<file path="config.mk">
export PLATFORM = sky130hd
export DESIGN_NAME = tqv_spi_bus_bridge
export DESIGN_NICKNAME = d
export VERILOG_FILES = /design/src/rtl/tqv_bridge_pkg.sv /design/src/rtl/synchronizer.sv /design/src/rtl/tqv_spi_bus_bridge.sv
export SDC_FILE = /design/constraint.sdc
export NUM_CORES = 1
export LEC_CHECK = 0
export BUFFER_PORTS_ARGS = -buffer_cell sky130_fd_sc_hd__buf_2
export CAP_MARGIN = 20
export CORE_ASPECT_RATIO = 0.7
export CORE_MARGIN = 1.5
export CORE_UTILIZATION = 30
export DETAILED_ROUTE_END_ITERATION = 7
export PLACE_DENSITY = 0.59
export SLEW_MARGIN = 10
export SYNTH_ARGS = -nofsm -noshare
export SYNTH_HDL_FRONTEND = slang
export SYNTH_HIERARCHICAL = 1
export SYNTH_SLANG_ARGS = --single-unit
</file>
<file path="constraint.sdc">
create_clock -name clk -period 2.15 [get_ports clk]
set_clock_uncertainty 0.05 [all_clocks]
set_input_delay 0.215 -clock clk [delete_from_list [all_inputs] [get_ports clk]]
set_output_delay 0.215 -clock clk [all_outputs]
set_load 0.02 [all_outputs]
</file>
<file path="src/rtl/tqv_bridge_pkg.sv">
// Shared encodings, FSM state codes and the width-masking helper for the
// SPI to TinyQV peripheral-bus bridge.
package tqv_bridge_pkg;

    localparam logic [1:0] TXN_BYTE = 2'b00;
    localparam logic [1:0] TXN_HALF = 2'b01;
    localparam logic [1:0] TXN_WORD = 2'b10;
    localparam logic [1:0] TXN_IDLE = 2'b11;

    typedef logic [2:0] state_t;

    localparam state_t ST_IDLE     = 3'd0;
    localparam state_t ST_HDR      = 3'd1;
    localparam state_t ST_WDATA    = 3'd2;
    localparam state_t ST_RD_REQ   = 3'd3;
    localparam state_t ST_RD_WAIT  = 3'd4;
    localparam state_t ST_RD_SHIFT = 3'd5;
    localparam state_t ST_DONE     = 3'd6;

    // Data arrives zero-extended to 32 bits; a mask whose range is absent for reg_w is skipped.
    function automatic logic [31:0] mask_data(input logic [31:0] data,
                                              input logic [1:0]  txn,
                                              input int unsigned reg_w);
        logic [31:0] m;
        m = data;
        if (txn == TXN_BYTE && reg_w > 8) begin
            m = m & 32'h0000_00FF;
        end else if (txn == TXN_HALF && reg_w > 16) begin
            m = m & 32'h0000_FFFF;
        end
        return m;
    endfunction

endpackage

</file>
<file path="src/rtl/synchronizer.sv">
// Multi-stage flop chain for bringing asynchronous pins into the clk domain.
module synchronizer #(
    parameter int STAGES = 2,
    parameter int WIDTH  = 1
) (
    input  logic             clk,
    input  logic             rst_n,
    input  logic [WIDTH-1:0] d,
    output logic [WIDTH-1:0] q
);

    logic [STAGES-1:0][WIDTH-1:0] chain;

    always_ff @(posedge clk or negedge rst_n) begin
        if (!rst_n) begin
            chain <= '0;
        end else begin
            chain <= {chain[STAGES-2:0], d};
        end
    end

    assign q = chain[STAGES-1];

endmodule

</file>
<file path="src/rtl/tqv_spi_bus_bridge.sv">
// SPI mode-0 slave that turns framed SPI transactions into TinyQV peripheral
// bus reads/writes across N_SLOTS slots, with a bounded data_ready wait.
module tqv_spi_bus_bridge
    import tqv_bridge_pkg::*;
#(
    parameter int ADDR_W  = 6,
    parameter int REG_W   = 32,
    parameter int N_SLOTS = 2,
    parameter int TIMEOUT = 255
) (
    input  logic                     clk,
    input  logic                     rst_n,
    input  logic                     spi_cs_n,
    input  logic                     spi_clk,
    input  logic                     spi_mosi,
    output logic                     spi_miso,
    output logic [ADDR_W-1:0]        periph_addr,
    output logic [REG_W-1:0]         periph_wdata,
    output logic [2*N_SLOTS-1:0]     periph_write_n,
    output logic [2*N_SLOTS-1:0]     periph_read_n,
    input  logic [REG_W*N_SLOTS-1:0] periph_rdata,
    input  logic [N_SLOTS-1:0]       periph_ready,
    input  logic [N_SLOTS-1:0]       periph_irq,
    output logic                     irq_out,
    output logic                     err
);

    localparam int SEL_W = (N_SLOTS > 1) ? $clog2(N_SLOTS) : 1;
    localparam int HDR_W = 3 + SEL_W + ADDR_W;
    localparam int TMO_W = $clog2(TIMEOUT + 1);
    localparam int CNT_W = $clog2(((HDR_W > REG_W) ? HDR_W : REG_W) + 1);

    logic cs_s, sclk_s, mosi_s;
    logic cs_q, sclk_q;

    synchronizer #(.STAGES(2), .WIDTH(1)) u_sync_cs   (.clk(clk), .rst_n(rst_n), .d(spi_cs_n), .q(cs_s));
    synchronizer #(.STAGES(2), .WIDTH(1)) u_sync_sclk (.clk(clk), .rst_n(rst_n), .d(spi_clk),  .q(sclk_s));
    synchronizer #(.STAGES(2), .WIDTH(1)) u_sync_mosi (.clk(clk), .rst_n(rst_n), .d(spi_mosi), .q(mosi_s));

    // cs_q resets low so the synchronizer coming out of reset can only look like a deselect.
    always_ff @(posedge clk or negedge rst_n) begin
        if (!rst_n) begin
            cs_q    <= 1'b0;
            sclk_q  <= 1'b0;
            irq_out <= 1'b0;
        end else begin
            cs_q    <= cs_s;
            sclk_q  <= sclk_s;
            irq_out <= |periph_irq;
        end
    end

    logic sclk_rise, sclk_fall, cs_fall, cs_rise;
    assign sclk_rise = sclk_s & ~sclk_q;
    assign sclk_fall = ~sclk_s & sclk_q;
    assign cs_fall   = ~cs_s & cs_q;
    assign cs_rise   = cs_s & ~cs_q;

    state_t               state;
    logic [CNT_W-1:0]     bit_cnt;
    logic [HDR_W-1:0]     hdr_sr;
    logic [REG_W-1:0]     data_sr;
    logic [1:0]           txn_q;
    logic [SEL_W-1:0]     slot_q;
    logic                 bad_q;
    logic [TMO_W-1:0]     tmo_cnt;
    logic                 have_data;
    logic                 start_sent;

    logic [HDR_W-1:0]  hdr_word;
    logic              hdr_rw;
    logic [1:0]        hdr_txn;
    logic [SEL_W-1:0]  hdr_slot;
    logic [ADDR_W-1:0] hdr_addr;
    logic              hdr_bad;
    logic [REG_W-1:0]  wdata_word;

    assign hdr_word   = {hdr_sr[HDR_W-2:0], mosi_s};
    assign hdr_rw     = hdr_word[HDR_W-1];
    assign hdr_txn    = hdr_word[HDR_W-2 -: 2];
    assign hdr_slot   = hdr_word[ADDR_W +: SEL_W];
    assign hdr_addr   = hdr_word[ADDR_W-1:0];
    assign hdr_bad    = (hdr_txn == TXN_IDLE) || ({1'b0, hdr_slot} >= (SEL_W+1)'(N_SLOTS));
    assign wdata_word = {data_sr[REG_W-2:0], mosi_s};

    logic             sel_ready;
    logic [REG_W-1:0] sel_rdata;
    logic [REG_W-1:0] rd_masked;
    logic             rd_tmo;

    always_comb begin
        sel_ready = 1'b0;
        sel_rdata = '0;
        for (int k = 0; k < N_SLOTS; k++) begin
            if (slot_q == SEL_W'(k)) begin
                sel_ready = periph_ready[k];
                sel_rdata = periph_rdata[k*REG_W +: REG_W];
            end
        end
    end

    assign rd_masked = REG_W'(mask_data(32'(sel_rdata), txn_q, REG_W));
    assign rd_tmo    = (tmo_cnt == TMO_W'(TIMEOUT - 1));

    // Strobes default to idle every cycle so any issued strobe lasts exactly one clk.
    always_ff @(posedge clk or negedge rst_n) begin
        if (!rst_n) begin
            state          <= ST_IDLE;
            bit_cnt        <= '0;
            hdr_sr         <= '0;
            data_sr        <= '0;
            txn_q          <= TXN_IDLE;
            slot_q         <= '0;
            bad_q          <= 1'b0;
            tmo_cnt        <= '0;
            have_data      <= 1'b0;
            start_sent     <= 1'b0;
            spi_miso       <= 1'b0;
            periph_addr    <= '0;
            periph_wdata   <= '0;
            periph_write_n <= '1;
            periph_read_n  <= '1;
            err            <= 1'b0;
        end else begin
            periph_write_n <= '1;
            periph_read_n  <= '1;
            if (cs_rise) begin
                state    <= ST_IDLE;
                bit_cnt  <= '0;
                spi_miso <= 1'b0;
            end else begin
                case (state)
                    ST_IDLE: begin
                        if (cs_fall) begin
                            state   <= ST_HDR;
                            bit_cnt <= '0;
                        end
                    end
                    ST_HDR: begin
                        if (sclk_rise) begin
                            hdr_sr <= hdr_word;
                            if (bit_cnt == CNT_W'(HDR_W - 1)) begin
                                bit_cnt     <= '0;
                                txn_q       <= hdr_txn;
                                slot_q      <= hdr_slot;
                                bad_q       <= hdr_bad;
                                periph_addr <= hdr_addr;
                                tmo_cnt     <= '0;
                                have_data   <= 1'b0;
                                start_sent  <= 1'b0;
                                if (hdr_bad) begin
                                    err <= 1'b1;
                                end
                                if (hdr_rw) begin
                                    state <= ST_WDATA;
                                end else begin
                                    state <= ST_RD_REQ;
                                    for (int k = 0; k < N_SLOTS; k++) begin
                                        if (!hdr_bad && hdr_slot == SEL_W'(k)) begin
                                            periph_read_n[2*k +: 2] <= hdr_txn;
                                        end
                                    end
                                end
                            end else begin
                                bit_cnt <= bit_cnt + 1'b1;
                            end
                        end
                    end
                    ST_WDATA: begin
                        if (sclk_rise) begin
                            data_sr <= wdata_word;
                            if (bit_cnt == CNT_W'(REG_W - 1)) begin
                                bit_cnt <= '0;
                                state   <= ST_DONE;
                                if (!bad_q) begin
                                    periph_wdata <= REG_W'(mask_data(32'(wdata_word), txn_q, REG_W));
                                    for (int k = 0; k < N_SLOTS; k++) begin
                                        if (slot_q == SEL_W'(k)) begin
                                            periph_write_n[2*k +: 2] <= txn_q;
                                        end
                                    end
                                end
                            end else begin
                                bit_cnt <= bit_cnt + 1'b1;
                            end
                        end
                    end
                    // RD_REQ is the strobe cycle; ready is already honoured there.
                    ST_RD_REQ, ST_RD_WAIT: begin
                        spi_miso <= 1'b0;
                        if (state == ST_RD_REQ) begin
                            state <= ST_RD_WAIT;
                        end else if (have_data) begin
                            state <= ST_RD_SHIFT;
                        end
                        if (!have_data) begin
                            if (bad_q) begin
                                data_sr   <= '1;
                                have_data <= 1'b1;
                            end else if (sel_ready) begin
                                data_sr   <= rd_masked;
                                err       <= 1'b0;
                                have_data <= 1'b1;
                            end else if (rd_tmo) begin
                                data_sr   <= '1;
                                err       <= 1'b1;
                                have_data <= 1'b1;
                            end else begin
                                tmo_cnt <= tmo_cnt + 1'b1;
                            end
                        end
                    end
                    ST_RD_SHIFT: begin
                        if (sclk_fall) begin
                            if (!start_sent) begin
                                spi_miso   <= 1'b1;
                                start_sent <= 1'b1;
                            end else begin
                                spi_miso <= data_sr[REG_W-1];
                                data_sr  <= {data_sr[REG_W-2:0], 1'b0};
                                if (bit_cnt == CNT_W'(REG_W - 1)) begin
                                    bit_cnt <= '0;
                                    state   <= ST_DONE;
                                end else begin
                                    bit_cnt <= bit_cnt + 1'b1;
                                end
                            end
                        end
                    end
                    default: begin
                    end
                endcase
            end
        end
    end

endmodule

</file>
==> results.md <==
- Status: completed
- WL final: 15410 microns
- Placed Area: 7203 sq um
- GRT Resource Usage Total: 0.1521
- Slew HR: 0.6933
- Die area: 21080 sq um
- Ys flop type: dfrtp_1
- Initial antenna violation count: 0
- Total core area: ~20000 sq um
- First-pass GRT wire length: 25250 microns
- DR iter-0 viols: 345
- Crit-path cells: ha_2 > or3b_4 > or3_4 > or2_4 > or4_4
- Pwr dens: 802.8 nW/um^2
- CP max FO: 5
- RD Place Congestion: around 0.9
- Final setup viols: 0
- Root Buffer Master: clkbuf_16
- Leakage: 3.797 nW
- Synth unique cells: 56
- Die X: 172.9 microns
- Die height: 121.9 microns
- Length of the first detailed-routing pass in iterations: 5
- Largest net degree at the start of global routing: 68
- Final net count: 844
- Diodes inserted: 0
- Post-detailed-route count of antenna-violating nets: 0
- Power after layout: 6.366 mW
- CP top delay family: simple AND/OR/NAND/NOR gates
- R2r startpoint: u_sync_cs/q$_DFF_PN0_
- Row count: 43
- Clock buffer depth: 2
- Critical path buffers and inverters: 0
- Gr ovfl total: 0
- CP Capture Type: register
- Count leader, synth: nand2_1
- Ys Warns: 6
- Worst Max-Slew Pin Slew: 455.2 ps
- PortBufs: around 120
- Cell taking the most area after synthesis: dfrtp_1
- Htree depth: 4
- Vias in the first global route: 4798
- HPWL Detailed: 10930 microns
- Num ports: 122
- Clk sinks: 121
- Post-synth EDFFs: 0
- Slew Viols, Final: 0
- Post-synth top cells: nand2_1 (139), dfrtp_1 (111), mux2_2 (67)
- Final Hold Fails: 0
- Post-synthesis cell area: roughly 6100 sq um
- CTS buffer count: 17
- Startpoint Class: register
- Worst-path clk slew: 60 ps
- Worst hold path type: in2reg
- RSZ-0062 raised after global routing: yes
- Syn_nets: 697
- Top cell type's share of synthesized area: 0.4583
- Top cells by area, synth: dfrtp_1 (46%), mux2_2 (12%), nand2_1 (8.6%)
- CP arrival: 2410 ps
- Worst setup path start: u_sync_cs/q$_DFF_PN0_
- F_max: 468.4 MHz
- Post-Syn Instances: about 620
- Layout cells sized above 1: 0.3800
- Synth Register Bits: around 120
- Hold Startpoint: periph_ready[0]
- Worst vdd ir: between 0.3 and 0.4 mV
- Worst skew pair latency: 410 ps
- Routed WL per cell: 14.69 microns
- Max Cap Violations: 0
- Avg Vias per Cell: around 4.8
- Required time of the critical path: 2420 ps
- Starting Density: 0.3061
- Final Cell Area: 7930 sq um
- Tcrit/Tclk final: 0.9929
- CP max stage delay: 410 ps
- Seq/Total Area, Yosys: 0.5017
- Area delta synth->final: 30.84%
- Syn_area_per_cell: 9.791 sq um
- Minimum clock period: 2135 ps
- Fraction of registers with async set/reset: 1.000
- Vias post-DR: 5019
- Crit Path Class: reg2reg
- Slowest-stage cell, CP: or3b_4
- CTS tree: done
- Residual DRC: 0
-- per-stage QoR --
step / setup TNS, ps / cells / setup slack (ps) / hold WS, ps / utilization
floorplan: 0 / 619 / 16.70 / -130.6 / -
global placement: 0 / 1009 / 24.09 / 210.7 / 0.3638
detailed placement: -4.682 / 1009 / -4.682 / 203.9 / 0.3638
CTS: 0 / 1047 / 13.42 / 165.0 / 0.3969
global route: -41.46 / 1049 / -23.05 / 177.7 / 0.4005
finish: 0 / 1049 / 15.17 / 184.2 / 0.4005
-- routing by layer --
layer,vias to the layer above,part of all wire,track usage
li1,2468,-,-
met1,2397,0.54,0.2319
met2,141,0.39,0.2124
met3,13,0.060,0.03464
met4,0,0.0086,0.04239
met5,-,0,0
-- state kept, by name, summed over array words and instances, names as in the netlist, 2 cells and up --
register	cells
bit_cnt	6
data_sr	32
hdr_sr	9
periph_addr	6
periph_read_n	4
periph_wdata	32
periph_write_n	4
state	3
tmo_cnt	8
txn_q	2
-- worst reg2reg max path: cells and delay by family (launching register included) --
kind / cells / cell delay, ps
adders and majority gates: 1 / 190
and+or+nand+nor: 4 / 1430
DFF: 1 / 380
-- worst paths after layout --
check	to	slack (ps)	cells past startpoint
setup / recovery	periph_read_n[0]$_DFF_PN1_	20	5
min in group asynchronous	periph_wdata[6]$_DFFE_PN0P_	310	3
hold reg to reg	u_sync_mosi/q$_DFF_PN0_	300	0
max in group asynchronous	txn_q[1]$_DFFE_PN1P_	1360	3
hold / removal	err$_DFFE_PN0P_	180	3
setup reg to reg	periph_read_n[0]$_DFF_PN1_	20	5
-- area by class of cell --
cell class,instances,area (sq um)
Clock buffer,19,442.9
Clock inverter,13,145.1
Fill cell,1963,11870
Inverter,11,41.29
Multi-Input combinational cell,447,2829
Sequential cell,121,3043
Tap cell,270,337.8
Timing Repair Buffer,168,1091
-- power breakdown --
group / switching [mW] / total [mW] / internal, mW
Clock: 1.09 / 2.83 / 1.75
Sequential: 0.186 / 2.64 / 2.45
Combinational: 0.463 / 0.898 / 0.434
Total: 1.74 / 6.37 / 4.63
-- repair_timing --
action,CTS,global route
hold buffers,6,0
buffers inserted,0,2
pin swaps,0,1
hold endpoints to repair,115,0
gates resized for setup,2,17
setup endpoints to repair,4,64
-- cells in the final DEF (no fill, tap or decap), drive strengths merged, types with 5 or more instances in the layout --
cell,n
buf,162
nand2,139
dfrtp,111
mux2,67
a21oi,44
o21ai,42
nand3,32
nor2,22
clkbuf,19
inv,13
or3,11
dfstp,10
mux2i,9
nand3b,7
dlygate4sd3,6
or2,6
clkinv,6
nand2b,5
or4,5
ha,5
-- kinds of logic after synthesis --
logic type,count (synthesis),share of synthesized area
adder cells (fa/ha/maj),5,0.01032
AO/OA/AOI/OAI,121,0.1189
flip-flops,121,0.5017
buffers and inverters,51,0.04087
multiplexers,76,0.1393
AND/OR/NAND/NOR,245,0.1889
Note: power is estimated with default switching activity, not from simulation.
